--- config.mk ---
export PLATFORM = sky130hd
export DESIGN_NAME = dot_pipe_flat
export DESIGN_NICKNAME = d
export VERILOG_FILES = /design/src/rtl/dot_pipe_if.sv /design/src/rtl/dot_pipe.sv /design/src/flat_wrapper.sv
export SDC_FILE = /design/constraint.sdc
export NUM_CORES = 1
export LEC_CHECK = 0
export ABC_CLOCK_PERIOD_IN_PS = 5200
export CAP_MARGIN = 20
export CORE_UTILIZATION = 56
export DETAILED_ROUTE_END_ITERATION = 8
export GPL_TIMING_DRIVEN = 0
export PLACE_DENSITY = 0.78
export SETUP_SLACK_MARGIN = 0.3
export SLEW_MARGIN = 20
export SYNTH_ARGS = -nofsm -noshare
export SYNTH_HDL_FRONTEND = slang
export SYNTH_SLANG_ARGS = --single-unit
--- constraint.sdc ---
create_clock -name clk -period 5.2 [get_ports clk]
set_input_delay 0.78 -clock clk [delete_from_list [all_inputs] [get_ports clk]]
set_output_delay 0.78 -clock clk [all_outputs]
set_load 0.005 [all_outputs]
--- src/rtl/dot_pipe_if.sv ---
`default_nettype none
// +----------------------------------------------------------------------------+
// | Module      : dot_pipe_if                                                  |
// | Description : Vector-in / result-out handshake bundle for dot_pipe.        |
// |               The master side drives vectors and consumes results. The     |
// |               slave side is the dot-product pipeline.                      |
// | Revision    : 1.0 - initial release                                        |
// +----------------------------------------------------------------------------+
interface dot_pipe_if #(
  parameter int N  = 3,
  parameter int W  = 8,
  parameter int OW = 2*W+4
);
  logic            in_valid;
  logic            in_ready;
  logic [N*W-1:0]  a;
  logic [N*W-1:0]  b;
  logic [W-1:0]    c;
  logic            acc_mode;
  logic            acc_last;
  logic            out_valid;
  logic            out_ready;
  logic [OW-1:0]   y;

  modport master (
    output in_valid, a, b, c, acc_mode, acc_last, out_ready,
    input  in_ready, out_valid, y
  );

  modport slave (
    input  in_valid, a, b, c, acc_mode, acc_last, out_ready,
    output in_ready, out_valid, y
  );
endinterface
`default_nettype wire

--- src/rtl/dot_pipe.sv ---
`default_nettype none
// +----------------------------------------------------------------------------+
// | Module      : dot_pipe                                                     |
// | Description : N-term multiply-add pipeline, y = sum a_i*b_i + c, with a     |
// |               valid/ready handshake, global stall on backpressure and a    |
// |               multi-beat accumulate mode. Arithmetic wraps at OW bits.     |
// | Revision    : 1.0 - initial release                                        |
// +----------------------------------------------------------------------------+
module dot_pipe #(
  parameter int N      = 3,
  parameter int W      = 8,
  parameter int OW     = 2*W+4,
  parameter int SIGNED = 0
) (
  input  logic       clk,
  input  logic       reset,
  dot_pipe_if.slave  bus
);

  // Widen an operand to the result width, sign- or zero-extended.
  function automatic logic [OW-1:0] ext(input logic [W-1:0] v);
    if (SIGNED != 0) ext = {{(OW-W){v[W-1]}}, v};
    else             ext = {{(OW-W){1'b0}}, v};
  endfunction

  // Stage 0 holds the raw beat; stage k (1..N) holds the running sum after k
  // products. The operand vectors only need to travel as far as stage N-1.
  logic            v_q    [0:N];
  logic            mode_q [0:N];
  logic            last_q [0:N];
  logic [N*W-1:0]  a_q    [0:N-1];
  logic [N*W-1:0]  b_q    [0:N-1];
  logic [OW-1:0]   sum_q  [0:N];

  logic            en;
  logic [OW-1:0]   acc_q, acc_d;
  logic            acc_active_q, acc_active_d;
  logic [OW-1:0]   y_q, y_d;
  logic            out_valid_q, out_valid_d;
  logic [OW-1:0]   acc_base;

  // One stall signal for the whole pipe: everything moves only when the
  // output register is empty or being drained this cycle.
  assign en            = !out_valid_q || bus.out_ready;
  assign bus.in_ready  = en && !reset;
  assign bus.out_valid = out_valid_q;
  assign bus.y         = y_q;
  assign acc_base      = acc_active_q ? acc_q : '0;

  // Input capture and the multiply-add chain.
  always_ff @(posedge clk) begin
    if (reset) begin
      for (int k = 0; k <= N; k++) begin
        v_q[k]    <= 1'b0;
        mode_q[k] <= 1'b0;
        last_q[k] <= 1'b0;
        sum_q[k]  <= '0;
      end
      for (int k = 0; k < N; k++) begin
        a_q[k] <= '0;
        b_q[k] <= '0;
      end
    end else if (en) begin
      v_q[0]    <= bus.in_valid;
      mode_q[0] <= bus.acc_mode;
      last_q[0] <= bus.acc_last;
      a_q[0]    <= bus.a;
      b_q[0]    <= bus.b;
      sum_q[0]  <= ext(bus.c);
      for (int k = 1; k <= N; k++) begin
        v_q[k]    <= v_q[k-1];
        mode_q[k] <= mode_q[k-1];
        last_q[k] <= last_q[k-1];
        sum_q[k]  <= sum_q[k-1]
                   + ext(a_q[k-1][(k-1)*W +: W]) * ext(b_q[k-1][(k-1)*W +: W]);
      end
      for (int k = 1; k < N; k++) begin
        a_q[k] <= a_q[k-1];
        b_q[k] <= b_q[k-1];
      end
    end
  end

  // Output/accumulate stage next-state: emit, fold into acc, or close a run.
  always_comb begin
    acc_d        = acc_q;
    acc_active_d = acc_active_q;
    y_d          = y_q;
    out_valid_d  = out_valid_q;
    if (en) begin
      // Reaching here with out_valid high means the consumer took y this edge.
      out_valid_d = 1'b0;
      if (v_q[N]) begin
        if (!mode_q[N]) begin
          // Plain beat: does not touch an accumulation in progress.
          y_d         = sum_q[N];
          out_valid_d = 1'b1;
        end else if (!last_q[N]) begin
          acc_d        = acc_base + sum_q[N];
          acc_active_d = 1'b1;
        end else begin
          y_d          = acc_base + sum_q[N];
          out_valid_d  = 1'b1;
          acc_d        = '0;
          acc_active_d = 1'b0;
        end
      end
    end
  end

  // Output/accumulate stage registers.
  always_ff @(posedge clk) begin
    if (reset) begin
      acc_q        <= '0;
      acc_active_q <= 1'b0;
      y_q          <= '0;
      out_valid_q  <= 1'b0;
    end else begin
      acc_q        <= acc_d;
      acc_active_q <= acc_active_d;
      y_q          <= y_d;
      out_valid_q  <= out_valid_d;
    end
  end

endmodule
`default_nettype wire

--- src/flat_wrapper.sv ---
// flat-port wrapper written by rule: the top's interface ports become plain ports
module dot_pipe_flat 
#(
  parameter int N      = 3,
  parameter int W      = 8,
  parameter int OW     = 2*W+4,
  parameter int SIGNED = 0
)
  (clk, reset, bus_in_valid, bus_a, bus_b, bus_c, bus_acc_mode, bus_acc_last, bus_out_ready, bus_in_ready, bus_out_valid, bus_y);
  dot_pipe_if #(.N(N), .W(W), .OW(OW)) bus_i ();
  input  logic clk;
  input  logic reset;
  input wire logic [$bits(bus_i.in_valid)-1:0] bus_in_valid;
  input wire logic [$bits(bus_i.a)-1:0] bus_a;
  input wire logic [$bits(bus_i.b)-1:0] bus_b;
  input wire logic [$bits(bus_i.c)-1:0] bus_c;
  input wire logic [$bits(bus_i.acc_mode)-1:0] bus_acc_mode;
  input wire logic [$bits(bus_i.acc_last)-1:0] bus_acc_last;
  input wire logic [$bits(bus_i.out_ready)-1:0] bus_out_ready;
  output wire logic [$bits(bus_i.in_ready)-1:0] bus_in_ready;
  output wire logic [$bits(bus_i.out_valid)-1:0] bus_out_valid;
  output wire logic [$bits(bus_i.y)-1:0] bus_y;
  assign bus_i.in_valid = bus_in_valid;
  assign bus_i.a = bus_a;
  assign bus_i.b = bus_b;
  assign bus_i.c = bus_c;
  assign bus_i.acc_mode = bus_acc_mode;
  assign bus_i.acc_last = bus_acc_last;
  assign bus_i.out_ready = bus_out_ready;
  assign bus_in_ready = bus_i.in_ready;
  assign bus_out_valid = bus_i.out_valid;
  assign bus_y = bus_i.y;
  dot_pipe #(.N(N), .W(W), .OW(OW), .SIGNED(SIGNED)) u_core (.clk(clk), .reset(reset), .bus(bus_i));
endmodule
; ---- Word-level counts from Yosys, hierarchy flattened
; Memory sizes are Yosys's and may differ from the RTL's.
; Cells that the tools add are included.
[totals]
output_inout_bits = 22
memories = 6
wordCells = 95
ff_bits = 42
ramBits = 236
[op_classes]
addsub = 4
mul = 3
bitwise_logic = 22
reduce_logical = 6
n_mux = 49
n_eq_ne = 1
[memory_table]
columns = name, depth, word_bits, rd, rd_clocked_by_memory_dff, write_ports, line_no
row1 = u_core.sum_q, 4, 20, 4, 0, 4, dot_pipe.sv:33  ; logic [OW-1:0] sum_q [0:N];
row2 = u_core.a_q, 3, 24, 3, 0, 3, dot_pipe.sv:31  ; logic [N*W-1:0] a_q [0:N-1];
row3 = u_core.b_q, 3, 24, 3, 0, 3, dot_pipe.sv:32  ; logic [N*W-1:0] b_q [0:N-1];
row4 = u_core.last_q, 4, 1, 4, 0, 4, dot_pipe.sv:30  ; logic last_q [0:N];
row5 = u_core.mode_q, 4, 1, 4, 0, 4, dot_pipe.sv:29  ; logic mode_q [0:N];
row6 = u_core.v_q, 4, 1, 4, 0, 4, dot_pipe.sv:28  ; logic v_q [0:N];
[ops]
columns = op, count
row1 = $mux W20, 22
row2 = $mux W24, 6
row3 = $add A20 B20 Y20, 4
row4 = $mul A20 B20 Y20, 3
row5 = $or A1 B1 Y1, 22
row6 = $mux W1, 21
row7 = $reduce_and A3 Y1, 2
row8 = $logic_not A1 Y1, 2
row9 = $ne A2 B2 Y1 const B, 1
row10 = $logic_and A1 B1 Y1, 1
row11 = $logic_or A1 B1 Y1, 1

; ---- Longest topological paths before layout
[depth]
depth_word = 7
mapped_depth = 20
ltp_nobuf = 20

; ---- Worst setup path after synthesis
; OpenSTA, ideal clock, no wires.
[synth_path]
path_kind = register to register
startpoint = mem u_core.a_q[0][5] (netlist name)
endpoint = mem u_core.sum_q[0][36] (netlist name) (data pin)
setup_time_ns = 0.266
synth_period_minus_slack_ns = 5.489
setup_slack_ns = -0.289
arrival_time_ns = 5.223
path_buffers = 0
stages_incl_launch_ff = 19
path_cell_list = edfxtp_1 and2_1 fa_1 inv_1 fa_1 inv_1 fa_1 ha_1 ha_1 fa_1 fa_1 ha_1 and3_1 a221oi_1 a211oi_1 o211ai_1 a31oi_1 xnor2_1 nor2_1
[synth_lines]
columns = item, line_no
row1 = start: declaration, dot_pipe.sv:31
row2 = end: declaration, dot_pipe.sv:33

==> impl_metrics.tcl <==
set metrics [dict create \
    ys_ff_latch 216 \
    hold_viol_final 0 \
    drt-pass1-iter-count 5 \
    fmax_ghz 0.176 \
    final_cell_mix "298 x and2_1, 184 x ha_1, 174 x edfxtp_1, 160 x inv_1, 129 x fa_1" \
    drt_wl_total_um 39700 \
    layout_setup_ws_ns -0.476 \
    crit_chain "and2_4 > fa_1 > inv_2 > fa_1 > fa_1 > inv_2 > ha_4 > ha_4 > fa_2 > fa_2 > ha_4 > or3_4 > o211ai_1 > a31oi_2 > a221oi_2 > xor2_1 > nor2_1" \
    stdcell_area_um2 21300 \
    synth_top_area_share_pct 30.1 \
    slew_headroom_pct 31.6 \
    setup-violations-final 28 \
    synth_nets 2020 \
    vias 12292 \
    syn-cell-area_um2 17400 \
    wl_per_cell_um 17.9 \
    synth_warnings 0 \
    synth_edf_count 174 \
    cap_violations 0 \
    gp_congestion 0.921 \
    min_period_ns 5.68 \
    postCtsHoldBufs 0 \
    fin_util_pct 69.7 \
    synthTopCellsByArea "edfxtp_1 30%, fa_1 16%, ha_1 16%" \
    start_kind "flop" \
    worstSkewPairLatency_ns 0.53 \
    synth_fa_ha_area_share_pct 31.8 \
    dp.final_hpwl_um 27600 \
    rows 64 \
    grt_setup_unrepaired "true" \
    die_w_um 178 \
    antenna_left 0 \
    path_clk_slew_ns 0.06 \
    holdWs_ns 0.454 \
    synthMuxAreaShare_pct 0.533 \
    synth.distinct_cells 64 \
    crit_type "flop to flop" \
    irDropWorstVdd_mv 0.334 \
    start_util_pct 56.8 \
    avgSynthCellArea_um2 10.9 \
    worstPathRequired_ns 5.46 \
    status "finished, violations left" \
    cts_tree "yes" \
    yosysSeqAreaShare_pct 34.9 \
    via_per_inst 5.54 \
    numCtsBuffers 25 \
    port_buffers 83 \
    synth-simple-area-share_pct 17.7 \
    nets 2222 \
    crit_slowest_cell "fa_2" \
    arrival_ns 5.94 \
    synth_top_cell_by_area "edfxtp_1" \
    fill_cells 2150 \
    critPathMaxStageDelay_ns 0.57 \
    grt_pass1_wl_um 61900 \
    final_common_cell "and2_1" \
    ios 84 \
    antenna_found_initial 0 \
    power_uw 4950 \
    synth-compound-area-share_pct 7.96 \
    grt_max_degree 54 \
    die_h_um 178 \
    ctsRootBufferMaster "clkbuf_16" \
    drive_gt1_share_pct 16.7 \
    tightest_slew_ns 1.02 \
    placed_cell_area_um2 18900 \
    drc 0 \
    grt_remaining_overflow 0 \
    clockBufferDepth 3 \
    clock_sinks 216 \
    leakagePower_uw 0.0101 \
    power.density_nw_per_um2 232 \
    synth-main-ff-cell "edfxtp_1" \
    htreeDepth 1 \
    die_area_um2 31700 \
    syn_inst 1600 \
    n_antenna_cell 0 \
    grt_pass1_vias 12509 \
    yosys.area_share.xor_xnor_pct 2.32 \
    drt_iter0_drc 670 \
    fin_crit_sh_pct 109 \
    violations "setup timing" \
    grt.total_usage_pct 24.7 \
    areaGrowthSynthToFinish_pct 22.6 \
    core_um2 30600 \
    hp-class "flop to flop" \
    clock_skew_ns 0.0148 \
    crit_path_max_fanout 5 \
    setup.worst_path.end_class "flop" \
    drv_slew 0 \
    synth_top_family_by_area "adder cells" \
    synthArstFlopShare_pct 0 \
]
layout make-up:
class                           count  area, um2  area share, %
Buffer                             41        158          0.740
Clock buffer                       32        692           3.25
Clock inverter                     14        174          0.816
Inverter                          179        672           3.15
Multi-Input combinational cell   1164      11400           53.5
Sequential cell                   216       6070           28.5
Tap cell                          396        495           2.32
Timing Repair Buffer              175       1650           7.74
final timing paths:
| check | cells after the start | endpoint | startpoint | slack [ns] |
|---|---|---|---|---|
| max | 17 | u_core.sum_q[0][78]$_SDFFCE_PN0P_ | u_core.b_q[0][68]$_SDFFCE_PN0P_ | -0.48 |
| min | 2 | u_core.bus.y[2]$_SDFFE_PP0P_ | u_core.bus.y[2]$_SDFFE_PP0P_ | 0.45 |
| max reg2reg | 17 | u_core.sum_q[0][78]$_SDFFCE_PN0P_ | u_core.b_q[0][68]$_SDFFCE_PN0P_ | -0.48 |
| min reg2reg | 2 | u_core.bus.y[2]$_SDFFE_PP0P_ | u_core.bus.y[2]$_SDFFE_PP0P_ | 0.45 |
registers in the layout (all words and copies together) (netlist names):
signal and cells:
u_core.acc_q 20, u_core.sum_q 66, u_core.bus.out_valid 1, u_core.b_q 48, u_core.mode_q 4, u_core.last_q 4
u_core.acc_active_q 1, u_core.bus.y 20, u_core.v_q 4, u_core.a_q 48
layer usage:
metal	wire length (um)	vias to the layer above	GRT usage (%)
li1	-	5835	-
met1	16500	5972	31.1
met2	19900	385	43.4
met3	2040	100	4.22
met4	1280	0	7.31
met5	0	-	0
critical path: cells and delay by family (launching register included):
family | cells | cell delay [ns]
compound gates | 3 | 0.79
simple gates | 3 | 0.66
buf+inv | 2 | 0.10
fa+ha+maj | 8 | 3.24
xor+xnor | 1 | 0.18
flops | 1 | 0.46
synth_stat cells, types with 7 or more instances:
| master | instances |
|---|---|
| and2_1 | 321 |
| ha_1 | 219 |
| inv_1 | 179 |
| edfxtp_1 | 174 |
| fa_1 | 139 |
| nor2_1 | 84 |
| nand2_1 | 58 |
| a21oi_1 | 48 |
| dfxtp_1 | 42 |
| clkbuf_1 | 36 |
| xor2_1 | 26 |
| o21ai_0 | 24 |
| nor3_1 | 23 |
| a211oi_1 | 21 |
| a21o_1 | 20 |
| xnor2_1 | 20 |
| a22oi_1 | 12 |
| nand2b_1 | 11 |
| nand3_1 | 11 |
| a31oi_1 | 10 |
| o21a_1 | 9 |
| nand4_1 | 8 |
| mux2i_1 | 7 |
| nor2b_1 | 7 |
| o211ai_1 | 7 |
per-stage QoR:
| stage | setup slack, ns | cells | setup TNS (ns) |
|---|---|---|---|
| 2_1_floorplan | -0.0816 | 1600 | -0.242 |
| 3_3_place_gp | -0.492 | 2079 | -4.42 |
| 3_5_place_dp | -0.620 | 2082 | -7.13 |
| 4_1_cts | -0.410 | 2187 | -4.28 |
| 5_1_grt | -0.636 | 2217 | -10.78 |
| 6_report | -0.476 | 2217 | -6.01 |
report_power, final:
group	switching, uW	total (uW)	internal (uW)
combinational	527	1050	518
clock	718	1850	1140
sequential	78.1	2050	1970
repair_timing:
action / in CTS / in global routing
resized for setup: 71 / 100
setup buffers: 59 / 30
setup endpoints to repair: 34 / 37
pin swaps: 62 / 76
logic make-up (layout without fill, tap and decap cells):
logic type	after synthesis	after routing
xor+xnor	46	46
simple gates	552	552
compound gates	199	199
buf+inv	220	441
fa+ha+maj	358	358
flops	216	216
mux	9	9
No activity file was read; power rests on OpenSTA's default activity.
